<file path="config.mk">
export PLATFORM = sky130hd
export DESIGN_NAME = div_seq6
export DESIGN_NICKNAME = d
export VERILOG_FILES = /design/src/rtl/div_seq6_pkg.sv /design/src/rtl/div_seq6_sub_unit.sv /design/src/rtl/div_seq6.sv
export SDC_FILE = /design/constraint.sdc
export NUM_CORES = 1
export LEC_CHECK = 0
export CELL_PAD_IN_SITES_DETAIL_PLACEMENT = 0
export CELL_PAD_IN_SITES_GLOBAL_PLACEMENT = 1
export CORE_ASPECT_RATIO = 0.75
export CORE_UTILIZATION = 36
export CTS_CLUSTER_SIZE = 30
export DETAILED_ROUTE_END_ITERATION = 6
export PLACE_DENSITY_LB_ADDON = 0.12
export SLEW_MARGIN = 25
export SYNTH_ARGS = -nofsm -noshare
export SYNTH_HDL_FRONTEND = slang
export SYNTH_SLANG_ARGS = --single-unit
</file>
<file path="constraint.sdc">
create_clock -name clk -period 3.1 [get_ports clk]
set_clock_uncertainty 0.1 [all_clocks]
set_input_delay 0.62 -clock clk [delete_from_list [all_inputs] [get_ports clk]]
set_output_delay 0.62 -clock clk [all_outputs]
set_load 0.01 [all_outputs]
</file>
<file path="src/rtl/div_seq6_pkg.sv">
// Shared definitions for the sequential restoring divider.
//   state_t       : controller states (IDLE, RUN, DONE)
//   WIDTH_DEFAULT : default operand/result width
package div_seq6_pkg;

  localparam int WIDTH_DEFAULT = 6;

  typedef enum logic [1:0] {
    IDLE = 2'd0,
    RUN  = 2'd1,
    DONE = 2'd2
  } state_t;

endpackage

</file>
<file path="src/rtl/div_seq6_sub_unit.sv">
// Ripple-borrow subtractor built from full-adder cells: diff = a - b,
// computed as a + ~b + 1.
//   a, b   : N-bit unsigned operands
//   diff   : N-bit difference
//   borrow : 1 when a < b (carry out of the top cell is 0)
module sub_unit #(
  parameter int N = 7
) (
  input  logic [N-1:0] a,
  input  logic [N-1:0] b,
  output logic [N-1:0] diff,
  output logic         borrow
);

  logic [N:0] carry;

  assign carry[0] = 1'b1;

  for (genvar i = 0; i < N; i++) begin : g_cell
    logic b_inv;
    assign b_inv      = ~b[i];
    assign diff[i]    = a[i] ^ b_inv ^ carry[i];
    assign carry[i+1] = (a[i] & b_inv) | (a[i] & carry[i]) | (b_inv & carry[i]);
  end

  assign borrow = ~carry[N];

endmodule

</file>
<file path="src/rtl/div_seq6.sv">
// Sequential unsigned restoring divider, one quotient bit per clock.
//   clk, rst_n  : clock, asynchronous active-low reset
//   start       : request, sampled only in IDLE; dividend/divisor captured with it
//   busy        : high from start acceptance through the DONE cycle
//   done        : one-cycle pulse, results valid
//   quotient    : result, held until the next accepted start
//   remainder   : result, held until the next accepted start
//   div_by_zero : last operation had divisor 0
module div_seq6
  import div_seq6_pkg::*;
#(
  parameter int WIDTH = WIDTH_DEFAULT
) (
  input  logic             clk,
  input  logic             rst_n,
  input  logic             start,
  input  logic [WIDTH-1:0] dividend,
  input  logic [WIDTH-1:0] divisor,
  output logic             busy,
  output logic             done,
  output logic [WIDTH-1:0] quotient,
  output logic [WIDTH-1:0] remainder,
  output logic             div_by_zero
);

  localparam int CW = $clog2(WIDTH + 1);

  state_t state, state_next;

  logic [WIDTH:0]   a_reg;
  logic [WIDTH-1:0] q_reg;
  logic [WIDTH-1:0] m_reg;
  logic [CW-1:0]    count;

  logic [WIDTH:0]   a_shift;
  logic [WIDTH:0]   trial;
  logic             borrow;
  logic [WIDTH:0]   a_next;
  logic [WIDTH-1:0] q_next;
  logic             last_iter;

  // Shift {A,Q} left by one; the MSB of Q moves into the LSB of A.
  assign a_shift = (a_reg << 1) | {{WIDTH{1'b0}}, q_reg[WIDTH-1]};

  sub_unit #(.N(WIDTH + 1)) u_sub (
    .a      (a_shift),
    .b      ({1'b0, m_reg}),
    .diff   (trial),
    .borrow (borrow)
  );

  // Restore on borrow: keep the shifted A and shift a 0 into Q.
  assign a_next    = borrow ? a_shift : trial;
  assign q_next    = {q_reg[WIDTH-2:0], ~borrow};
  assign last_iter = (count == CW'(1));

  always_ff @(posedge clk or negedge rst_n) begin
    if (!rst_n) state <= IDLE;
    else        state <= state_next;
  end

  always_comb begin
    state_next = state;
    case (state)
      IDLE:    if (start) state_next = (divisor == '0) ? DONE : RUN;
      RUN:     if (last_iter) state_next = DONE;
      DONE:    state_next = IDLE;
      default: state_next = IDLE;
    endcase
  end

  always_ff @(posedge clk or negedge rst_n) begin
    if (!rst_n) begin
      a_reg       <= '0;
      q_reg       <= '0;
      m_reg       <= '0;
      count       <= '0;
      quotient    <= '0;
      remainder   <= '0;
      div_by_zero <= 1'b0;
    end else begin
      case (state)
        IDLE: begin
          if (start) begin
            a_reg       <= '0;
            q_reg       <= dividend;
            m_reg       <= divisor;
            count       <= CW'(WIDTH);
            div_by_zero <= 1'b0;
            if (divisor == '0) begin
              quotient    <= '1;
              remainder   <= dividend;
              div_by_zero <= 1'b1;
            end
          end
        end
        RUN: begin
          a_reg <= a_next;
          q_reg <= q_next;
          count <= count - CW'(1);
          if (last_iter) begin
            quotient  <= q_next;
            remainder <= a_next[WIDTH-1:0];
          end
        end
        default: ;
      endcase
    end
  end

  assign busy = (state != IDLE);
  assign done = (state == DONE);

endmodule

</file>
# Yosys cells after proc, flatten, opt, wreduce, memory -nomap -nowiden
# Cells that the tools add are included.
# classes
addsub	1
eq_ne	6
mux	20
bitwise	50
reduce_logical	8
# ops
op	n
$mux 6	9
$pmux 6 s2	4
$and 1x1->1	17
$or 1x1->1	14
$xor 1x1->1	11
$not 1->1	7
$or 7x1->7	1
$logic_not 6->1	1
$mux 2	3
$ne 2x2->1 const B	3
$pmux 3 s2	1
$reduce_and 2->1	3
$pmux 2 s2	1
$reduce_and 4->1	1
$reduce_bool 2->1	2
$eq 3x1->1 const B	1
$mux 3	1
$sub 3x1->3 const B	1
$eq 2x1->1 const B	1
$eq 2x2->1 const B	1
$logic_not 2->1	1
$mux 1	1
# word_totals
register_bits	36
input_bits	15
output_inout_bits	15
wordCells	93

# Longest topological paths before layout
# logic_depth
depth_word	25
depth_mapped	14

# Cells and area by module
# A second synthesis with hierarchy kept.
# hier_totals
cells_unflattened	188
hier_area_um2	1848.0
# by_module_without_submodules
module	instances	cells_each	area_per_inst_um2	seq_area_each_um2
div_seq6	1	167	1662.8	900.9
sub_unit	1	21	185.2	0.0

# Least setup slack after synthesis
# No wires, ideal clock.
# synth_path
path_kind	reg-to-reg
from	register m_reg[0]
to	register remainder[1]
setup_time_ns	0.139
arrival_time_ns	2.763
required_time_ns	2.861
setup_slack_ns	0.098
path_stages_with_launch	14
path_buffers	1
cell_sequence	dfrtp_1 -> ha_1 -> inv_1 -> fa_1 -> inv_1 -> fa_1 -> fa_1 -> fa_1 -> inv_1 -> fa_1 -> clkbuf_1 -> nor2_1 -> a211oi_1 -> o31ai_1
# synth_via
elab_chain_len	25
elab_cells_between_ends	31
classes_between	mux: 3; bitwise: 28
# synth_rtl
element	line_no	rtl
start, declared	div_seq6.sv:32	logic [WIDTH-1:0] m_reg;
start signal, assigned	div_seq6.sv:87	m_reg <= divisor;
$not 1->1 (*)	div_seq6_sub_unit.sv:21	assign b_inv = ~b[i];
$and 1x1->1	div_seq6_sub_unit.sv:23	assign carry[i+1] = (a[i] & b_inv) | (a[i] & carry[i]) | (b_inv & carry[i]);
$or 1x1->1	div_seq6_sub_unit.sv:23	
$or 1x1->1 (*)	div_seq6_sub_unit.sv:23	
$and 1x1->1	div_seq6_sub_unit.sv:23	
$or 1x1->1 (2 in series)	div_seq6_sub_unit.sv:23	
$and 1x1->1	div_seq6_sub_unit.sv:23	
$or 1x1->1 (2 in series)	div_seq6_sub_unit.sv:23	
(+4 left out)	n/a	
$or 1x1->1 (2 in series)	div_seq6_sub_unit.sv:23	
$and 1x1->1	div_seq6_sub_unit.sv:23	
$or 1x1->1 (2 in series)	div_seq6_sub_unit.sv:23	
$and 1x1->1	div_seq6_sub_unit.sv:23	
$or 1x1->1 (2 in series)	div_seq6_sub_unit.sv:23	
$mux 6 (*)	div_seq6.sv:53	assign a_next = borrow ? a_shift : trial;
$mux 6 (*)	div_seq6.sv:101	if (last_iter) begin
$pmux 6 s2 (*)	div_seq6.sv:82	case (state)
end signal, assigned	div_seq6.sv:92	remainder <= dividend;
end signal, assigned	div_seq6.sv:103	remainder <= a_next[WIDTH-1:0];
end, declared	div_seq6.sv:22	output logic [WIDTH-1:0] remainder,
# Every way passes the cells marked *; elsewhere a longest branch is shown, timed or not. The select of a mux whose other input is x is not followed.
# A chain may end at the register's enable or synchronous reset.

# Worst setup path in the final report
# layout_path
from	register q_reg[5]
to	register remainder[3]
# layout_via
elab_chain_len	25
elab_cells_between_ends	31
classes_between	mux: 3; bitwise: 28
# layout_rtl
element	line_no	rtl
start, declared	div_seq6.sv:31	logic [WIDTH-1:0] q_reg;
start signal, assigned	div_seq6.sv:86	q_reg <= dividend;
start signal, assigned	div_seq6.sv:99	q_reg <= q_next;
$or 7x1->7 (*)	div_seq6.sv:43	assign a_shift = (a_reg << 1) | {{WIDTH{1'b0}}, q_reg[WIDTH-1]};
$and 1x1->1	div_seq6_sub_unit.sv:23	
$or 1x1->1 (*) (2 in series)	div_seq6_sub_unit.sv:23	
$and 1x1->1	div_seq6_sub_unit.sv:23	
$or 1x1->1	div_seq6_sub_unit.sv:23	
$or 1x1->1 (*)	div_seq6_sub_unit.sv:23	
$and 1x1->1	div_seq6_sub_unit.sv:23	
$or 1x1->1	div_seq6_sub_unit.sv:23	
(+5 left out)	n/a	
$or 1x1->1 (2 in series)	div_seq6_sub_unit.sv:23	
$and 1x1->1	div_seq6_sub_unit.sv:23	
$or 1x1->1 (2 in series)	div_seq6_sub_unit.sv:23	
$and 1x1->1	div_seq6_sub_unit.sv:23	
$or 1x1->1 (2 in series)	div_seq6_sub_unit.sv:23	
$mux 6 (*)	div_seq6.sv:53	
$mux 6 (*)	div_seq6.sv:101	
$pmux 6 s2 (*)	div_seq6.sv:82	
# Marks and branches as above.

==> results.json <==
{
  "synth_edf_count": 0,
  "gp_congestion": 0.735,
  "cts_tree": "built",
  "final_cell_mix": "dfrtp_1 (36), nand2_1 (31), clkdlybuf4s50_1 (29)",
  "drv_slew": 0,
  "first_iter_violations": 87,
  "synth_fp_nets": 214,
  "synthArstFlopShare_pct": 100,
  "fin_ws_ns": 0.0916,
  "status": "finished with violations",
  "synthFlopType": "dfrtp_1",
  "synth-seq-cells": 36,
  "cp.arrival_ns": 3.07,
  "area_growth_pct": 29.1,
  "grt_pass1_wl_mm": 7.53,
  "clk_pin_slew_ns": 0.07,
  "hold_viol_final": 0,
  "placedInstanceArea_mm2": 0.00219,
  "comb_power_share_pct": 55.1,
  "hp-class": "flop to flop",
  "clk-insertion-delay-late_ns": 0.29,
  "vdd_ir_drop_max_v": 0.000352,
  "grt_pass1_vias": 1487,
  "overflow": 0,
  "row_count": 22,
  "nNetsFinal": 245,
  "dr_total_vias": 1483,
  "ios": 30,
  "dieHeight_um": 63.6,
  "cp_max_fo": 5,
  "min_period_ns": 3.01,
  "via_per_inst": 5.24,
  "finalCritPeriodShare_pct": 97.0,
  "syn_avg_cell_area_um2": 9.54,
  "drt-total-wl_mm": 4.48,
  "port_buffers": 29,
  "violations": "DRC",
  "synth-seq-area-share_pct": 49.5,
  "core-area_mm2": 0.00487,
  "critical_path_class": "flop to flop",
  "hold_buffers": 0,
  "cts_root_buf": "clkbuf_8",
  "track_usage_pct": 18.9,
  "wl_per_cell_um": 15.8,
  "required_ns": 3.16,
  "num_antenna_cells": 0,
  "p_per_area_mw_per_mm2": 1160,
  "hpwl_mm": 3.09,
  "die_area_mm2": 0.00535,
  "syn_area_mm2": 0.00182,
  "cp-start-kind": "flop",
  "clkPwrFrac_pct": 12.8,
  "h-tree-depth": 2,
  "p_sw_mw": 1.10,
  "swShare_pct": 40.5,
  "synth_top_area_cell": "dfrtp_1",
  "power_frac_seq_pct": 32.1,
  "synth_top_cell_area_share_pct": 49.5,
  "die_x_um": 84.1,
  "finalPower_mw": 2.72,
  "yosys_warnings": 0,
  "max_slew_margin_pct": 40.7,
  "syn_inst": 191,
  "synth.area.top_cells": "dfrtp_1 (49%), nand2_1 (6.4%), fa_1 (5.5%)",
  "rsz0062_at_grt": "yes",
  "fin_area_mm2": 0.00235,
  "numCtsBuffers": 5,
  "synth.distinct_cells": 34,
  "drive_above_1_share_pct": 17.0,
  "hold_slack_ns": 0.394,
  "drt-pass1-iter-count": 7,
  "internal_power_mw": 1.62,
  "drc": 2,
  "clock.fmax_mhz": 332,
  "final_common_cell": "dfrtp_1",
  "grt_start_max_net_pins": 37,
  "antenna_found_initial": 0,
  "end_kind": "flop",
  "clock_path_buffers": 2,
  "start_util_pct": 37.4,
  "worstMarginPinSlew_ns": 0.887,
  "cap_violations": 0,
  "postRouteAntennaNets": 0,
  "place_ws_ns": -0.0760,
  "setup_violations": 0,
  "power_leakage_nw": 0.987,
  "cts.sinks": 36
}
[layout make-up]
cell class | count | area (um2)
repair buffers | 37 | 358
fillers | 477 | 2520
well taps | 60 | 75.1
flip-flops and latches | 36 | 901
clock buffers | 8 | 90.1
inverters | 15 | 57.6
multi-input cells | 127 | 871
[timing repair]
action | in CTS | in global routing
buffers inserted | 0 | 1
setup endpoints to repair | 6 | 14
hold endpoints to repair | 0 | 0
pin swaps | 0 | 2
gates resized for setup | 4 | 19
[stage by stage]
step                TNS [ns]  util, %  instances
floorplan                  0        -        191
global placement    -0.00806     44.9        274
detailed placement   -0.0763     44.9        274
CTS                        0     47.0        282
global route          -0.215     48.3        283
finish                     0     48.3        283
[final timing paths]
kind,endpoint,slack [ns],startpoint,cells after the start
min reg2reg,quotient[5]$_DFFE_PN0P_,0.39,quotient[5]$_DFFE_PN0P_,1
max reg2reg,remainder[3]$_DFFE_PN0P_,0.09,q_reg[5]$_DFFE_PN0P_,14
max,remainder[3]$_DFFE_PN0P_,0.09,q_reg[5]$_DFFE_PN0P_,14
min in group asynchronous,m_reg[5]$_DFFE_PN0P_,0.64,rst_n,2
min,quotient[5]$_DFFE_PN0P_,0.39,quotient[5]$_DFFE_PN0P_,1
max in group asynchronous,q_reg[1]$_DFFE_PN0P_,1.91,rst_n,2
[cell usage after synthesis (2+ instances only)]
master / count
a211oi_1: 2
a21oi_1: 7
a31o_2: 2
a31oi_1: 7
buf_2: 3
clkbuf_1: 10
dfrtp_1: 36
fa_1: 5
ha_1: 3
inv_1: 14
nand2_1: 31
nand3_1: 5
nor2_1: 12
nor2b_1: 3
nor3_1: 2
o211ai_1: 2
o21a_1: 2
o21ai_0: 13
o22a_1: 5
o311ai_0: 4
o31ai_1: 6
or2_2: 3
or3_1: 3
[power groups by stage]
stage | Clock, mW | Sequential (mW) | Combinational (mW)
2_1_floorplan | 0 | 0.859 | 0.842
3_3_place_gp | 0 | 0.863 | 1.29
3_5_place_dp | 0 | 0.872 | 1.31
4_1_cts | 0.359 | 0.867 | 1.35
5_1_grt | 0.378 | 0.909 | 1.70
6_report | 0.349 | 0.872 | 1.50
[worst max-delay path, cell delays in order (launching register included)]
cell,delay [ns]
dfrtp_1,0.38
inv_1,0.06
ha_2,0.17
inv_2,0.04
fa_2,0.33
inv_2,0.06
fa_2,0.20
fa_2,0.20
fa_2,0.19
inv_2,0.04
fa_2,0.37
buf_6,0.14
or3_4,0.37
a21oi_2,0.15
o31ai_1,0.08
[kinds of logic after synthesis]
family | count (synthesis) | share of synthesized area, %
muxes | 1 | 0.549
and+or+nand+nor | 65 | 16.8
AOI/OAI and AO/OA | 53 | 19.6
DFF | 36 | 49.5
buffers and inverters | 28 | 6.04
adders and majority gates | 8 | 7.56
[layer usage]
layer / wire, um / global-route usage (%) / vias to the layer above
met5: 0 / 0 / -
met4: 53 / 7.11 / 0
met3: 218 / 4.33 / 6
met2: 1900 / 28.2 / 30
met1: 2300 / 26.6 / 724
li1: - / - / 723
Note: power is estimated with default switching activity, not from simulation.
==> RTL change 1 (same settings) <==
Re-encode `state_t` (3 states) as one-hot, 3 bits wide.
--- a/src/rtl/div_seq6_pkg.sv
+++ b/src/rtl/div_seq6_pkg.sv
@@ -5,10 +5,10 @@
 
   localparam int WIDTH_DEFAULT = 6;
 
-  typedef enum logic [1:0] {
-    IDLE = 2'd0,
-    RUN  = 2'd1,
-    DONE = 2'd2
+  typedef enum logic [2:0] {
+    IDLE = 3'b001,
+    RUN  = 3'b010,
+    DONE = 3'b100
   } state_t;
 
 endpackage
Formal check against the unedited RTL: same outputs for any inputs over 10 cycles, from zero or initial values and one cycle with rst_n low; not proved beyond that.
==> RTL change 1 against the unedited design <==
- count of clock-buffer cells in the layout shrank 1
- critical endpoint is now remainder[5]
- global-route usage shrank 2.0 points
- wire length shrank 5.0%
- synthesized area grew 0.48%
- non-clock buffer count grew 7
- total power shrank 6.6%
- the flow finishes with violations (design-rule violations, negative setup slack)
- synthesized cell count shrank 13%
- highest routed layer unchanged
- final area grew 2.8%
- worst setup slack lost 160 ps
- sequential cell count grew 1
- via count shrank 8.9%
==> RTL change 1: results (changes against the unedited design) <==
status finished, violations left (unchanged); violated checks design-rule violations, negative setup slack (was design-rule violations); share of power burned in registers 33.5% (was 32.1%); hold path cells 1 (unchanged); Internal 0.00163 W (was 0.00162 W); GR Util met2 25.4% (was 28.2%); Syn Inst Count 166 (was 191); Area contributors post-synth dfrtp_1, fa_1, o21ai_0 (was dfrtp_1, nand2_1, fa_1); number of global-route vias before repair 1339 (was 1487); Worst R2R End remainder[5] (was remainder[3]); sequential fraction of the synthesis area 50.6% (was 49.5%); grt met1 use 24.8% (was 26.6%); # DRC 2 (unchanged); worst vdd ir 423 uV (was 352 uV); top_reg_cell synth dfrtp_1 (unchanged); Hold Crit Start quotient[1] (was quotient[5]); largest net degree at the start of global routing 38 (was 37); number of DRC markers in iteration 0 64 (was 87); Final GP Congestion 0.886 (was 0.735); detailed placement HPWL 2890 um (was 3090 um); GR met3 Demand/Resource 3.88% (was 4.33%); routed wire length 4250 um (was 4480 um); Placed Area 2210 um^2 (was 2190 um^2); CP Data Arrival Time 3300 ps (was 3070 ps); placed cell count 255 (was 274); Lkg Pwr 1.00 nW (was 0.987 nW); FF-to-FF path depth 13 (was 14); nets 231 (was 245); Hold Path End quotient[1] (was quotient[5]); # H-tree levels 2 (unchanged); CTS Buffer Depth 2 (unchanged); GR Util All Layers 16.9% (was 18.9%); CP max FO 7 (was 5); Setup WS pre-CTS -206 ps (was -76.0 ps); # setup viols final 4 (was 0); relative slew slack 46.9% (was 40.7%); switching pwr 0.000910 W (was 0.00110 W); clock power share 17.2% (was 12.8%); Total Neg Setup Slack -139 ps (was 0 ps); setup slack after layout -73.1 ps (was 91.6 ps); share of cells above drive strength 1 25.4% (was 17.0%); top cells by count, synth dfrtp_1, nand2_1, o21ai_0, inv_1 (was dfrtp_1, nand2_1, inv_1, o21ai_0, nor2_1); post-route insts no fill 269 (was 283); Final Hold Slack 391 ps (was 394 ps); first-pass GRT wire length 6850 um (was 7530 um)
-- RTL change 1: cell types whose count changed in the layout (fill, tap and decap cells not counted), sizes merged, moves of 6 or more --
cell / before / now
a31oi: 7 / 1
buf: 8 / 15
mux2: 0 / 11
o21ai: 13 / 27
-- RTL change 1: worst max-delay path, stage by stage (launching register included) --
cell and delay (ps):
dfrtp_1 360, inv_2 50, ha_2 170, fa_2 350, fa_2 360, fa_2 350
fa_2 340, inv_2 60, fa_2 270, or2_4 190, buf_4 110, nand2_1 60
a31oi_1 190, mux2_2 170
-- RTL change 1: worst max-delay path by stage --
stage | from | slack, ps | endpoint
3_3_place_gp | m_reg[0] | -110 | remainder[5]
3_5_place_dp | m_reg[0] | -210 | remainder[5]
5_1_grt | q_reg[5] | -160 | remainder[5]
4_1_cts | m_reg[0] | -50 | remainder[5]
2_1_floorplan | m_reg[0] | 40 | remainder[5]
6_report | q_reg[5] | -70 | remainder[5]
-- RTL change 1: kinds of logic after synthesis --
group | share of synthesized area [%]
AO/OA/AOI/OAI | 14.1
adder cells (fa/ha/maj) | 7.52
AND/OR/NAND/NOR | 11.3
multiplexers | 10.1
buffers and inverters | 6.22
flip-flops | 50.6
-- RTL change 1: timing repair --
| item | CTS | global route |
|---|---|---|
| buffers inserted | 2 | 4 |
| setup endpoints to repair | 9 | 8 |
| pin swaps | 0 | 2 |
| resized for setup | 16 | 13 |
-- RTL change 1: final cells by class --
class                      count  area (um^2)
clock buffer                   7         86.3
inverter                      11         41.3
multi-input combinational    109          851
fill                         453         2480
timing repair buffer          44          407
tap                           60         75.1
sequential                    37          927
clock inverter                 1         30.0
-- RTL change 1: per-layer routing --
metal,vias up,routed length (um)
li1,656,-
met1,660,2120
met2,30,1900
met3,5,196
met4,0,40
met5,-,0
==> RTL change 2 (same flow settings) <==
Made on the original files. Change the package constant `WIDTH_DEFAULT` from 6 to 5.
--- a/src/rtl/div_seq6_pkg.sv
+++ b/src/rtl/div_seq6_pkg.sv
@@ -3,7 +3,7 @@
 //   WIDTH_DEFAULT : default operand/result width
 package div_seq6_pkg;
 
-  localparam int WIDTH_DEFAULT = 6;
+  localparam int WIDTH_DEFAULT = 5;
 
   typedef enum logic [1:0] {
     IDLE = 2'd0,
Ports: changed (resized dividend, divisor, quotient and remainder); port bits go from 30 to 26. The function was not compared with the original's and may differ.
==> RTL change 2 against the unedited design <==
- synthesized area shrank 14%
- critical endpoint is now remainder[4]
- global-route usage shrank 1.7 points
- sequential share of layout area grew 1.7 points
- highest routed layer unchanged
- maximum frequency grew 2.6%
- total power shrank 19%
- die area shrank 14%
- first-iteration DRC count shrank 47%
- count of clock-buffer cells in the layout shrank 2
- critical path depth shrank 2
- worst setup slack gained 75 ps
- wire length shrank 25%
- final area shrank 18%
- sequential cell count shrank 5
==> RTL change 2: results (changes against the unedited design) <==
status complete, no violations (was finished, violations left); wire length on met3 160 um (was 218 um); relative slew slack 38.6% (was 40.7%); largest net degree at the start of global routing 32 (was 37); sequential fraction of the synthesis area 49.8% (was 49.5%); grt met1 use 24.0% (was 26.6%); slowest stage delay, CP 420 ps (was 380 ps); multi-input gate share of the layout cell area 35.2% (was 37.0%); Seq/total area 40.0% (was 38.3%); GR met3 Demand/Resource 4.92% (was 4.33%); Yosys cell types 29 (was 34); critical path's slowest cell fa_2 (was dfrtp_1); Met1 Wirelength 1760 um (was 2300 um); Final GP Congestion 0.901 (was 0.735); first-pass GRT wire length 5790 um (was 7530 um); hold path cells 2 (was 1); GR Util All Layers 17.2% (was 18.9%); filler cell count 408 (was 477); CP Data Arrival Time 3000 ps (was 3070 ps); nets 205 (was 245); share of cells above drive strength 1 11.4% (was 17.0%); number of DRC markers in iteration 0 46 (was 87); routed len/inst 14.0 um (was 15.8 um); top cells by count, synth dfrtp_1, nand2_1, inv_1, o21ai_0, nor2_1 (unchanged); post_cts resized 0 (was 4); multi-input gates 103 (was 127); critical path launch point q_reg[4] (was q_reg[5]); clock buffers 6 (was 8); CP max FO 3 (was 5); Vias per Instance 4.72 (was 5.24); worst vdd ir 540 uV (was 352 uV); Non-clk bufs 26 (was 37); Non-clock inverters 18 (was 15); WL met2 1360 um (was 1900 um); CTS Sinks 31 (was 36); Worst R2R End remainder[4] (was remainder[3]); Area contributors post-synth dfrtp_1, nand2_1, fa_1 (unchanged)
## RTL change 2: logic make-up (layout without fill, tap and decap cells)
| family | count (synthesis) | count (layout) | share of synthesized area (%) |
|---|---|---|---|
| AOI/OAI and AO/OA | 30 | 30 | 10.4 |
| adders and majority gates | 7 | 7 | 7.54 |
| buffers and inverters | 24 | 51 | 7.46 |
| DFF | 31 | 31 | 49.8 |
| muxes | 13 | 13 | 9.71 |
| and+or+nand+nor | 53 | 53 | 15.1 |
## RTL change 2: metrics by stage
stage	instances	hold WS [ps]	setup slack, ps	power [W]	area, um^2
after floorplan	158	224	332	0.00153	1560
after global placement	233	360	99.7	0.00185	1840
after detailed placement	233	368	17.9	0.00185	1840
after CTS	240	384	1.49	0.00219	1920
after global routing	240	433	20.0	0.00243	1940
final	240	380	167	0.00221	1940
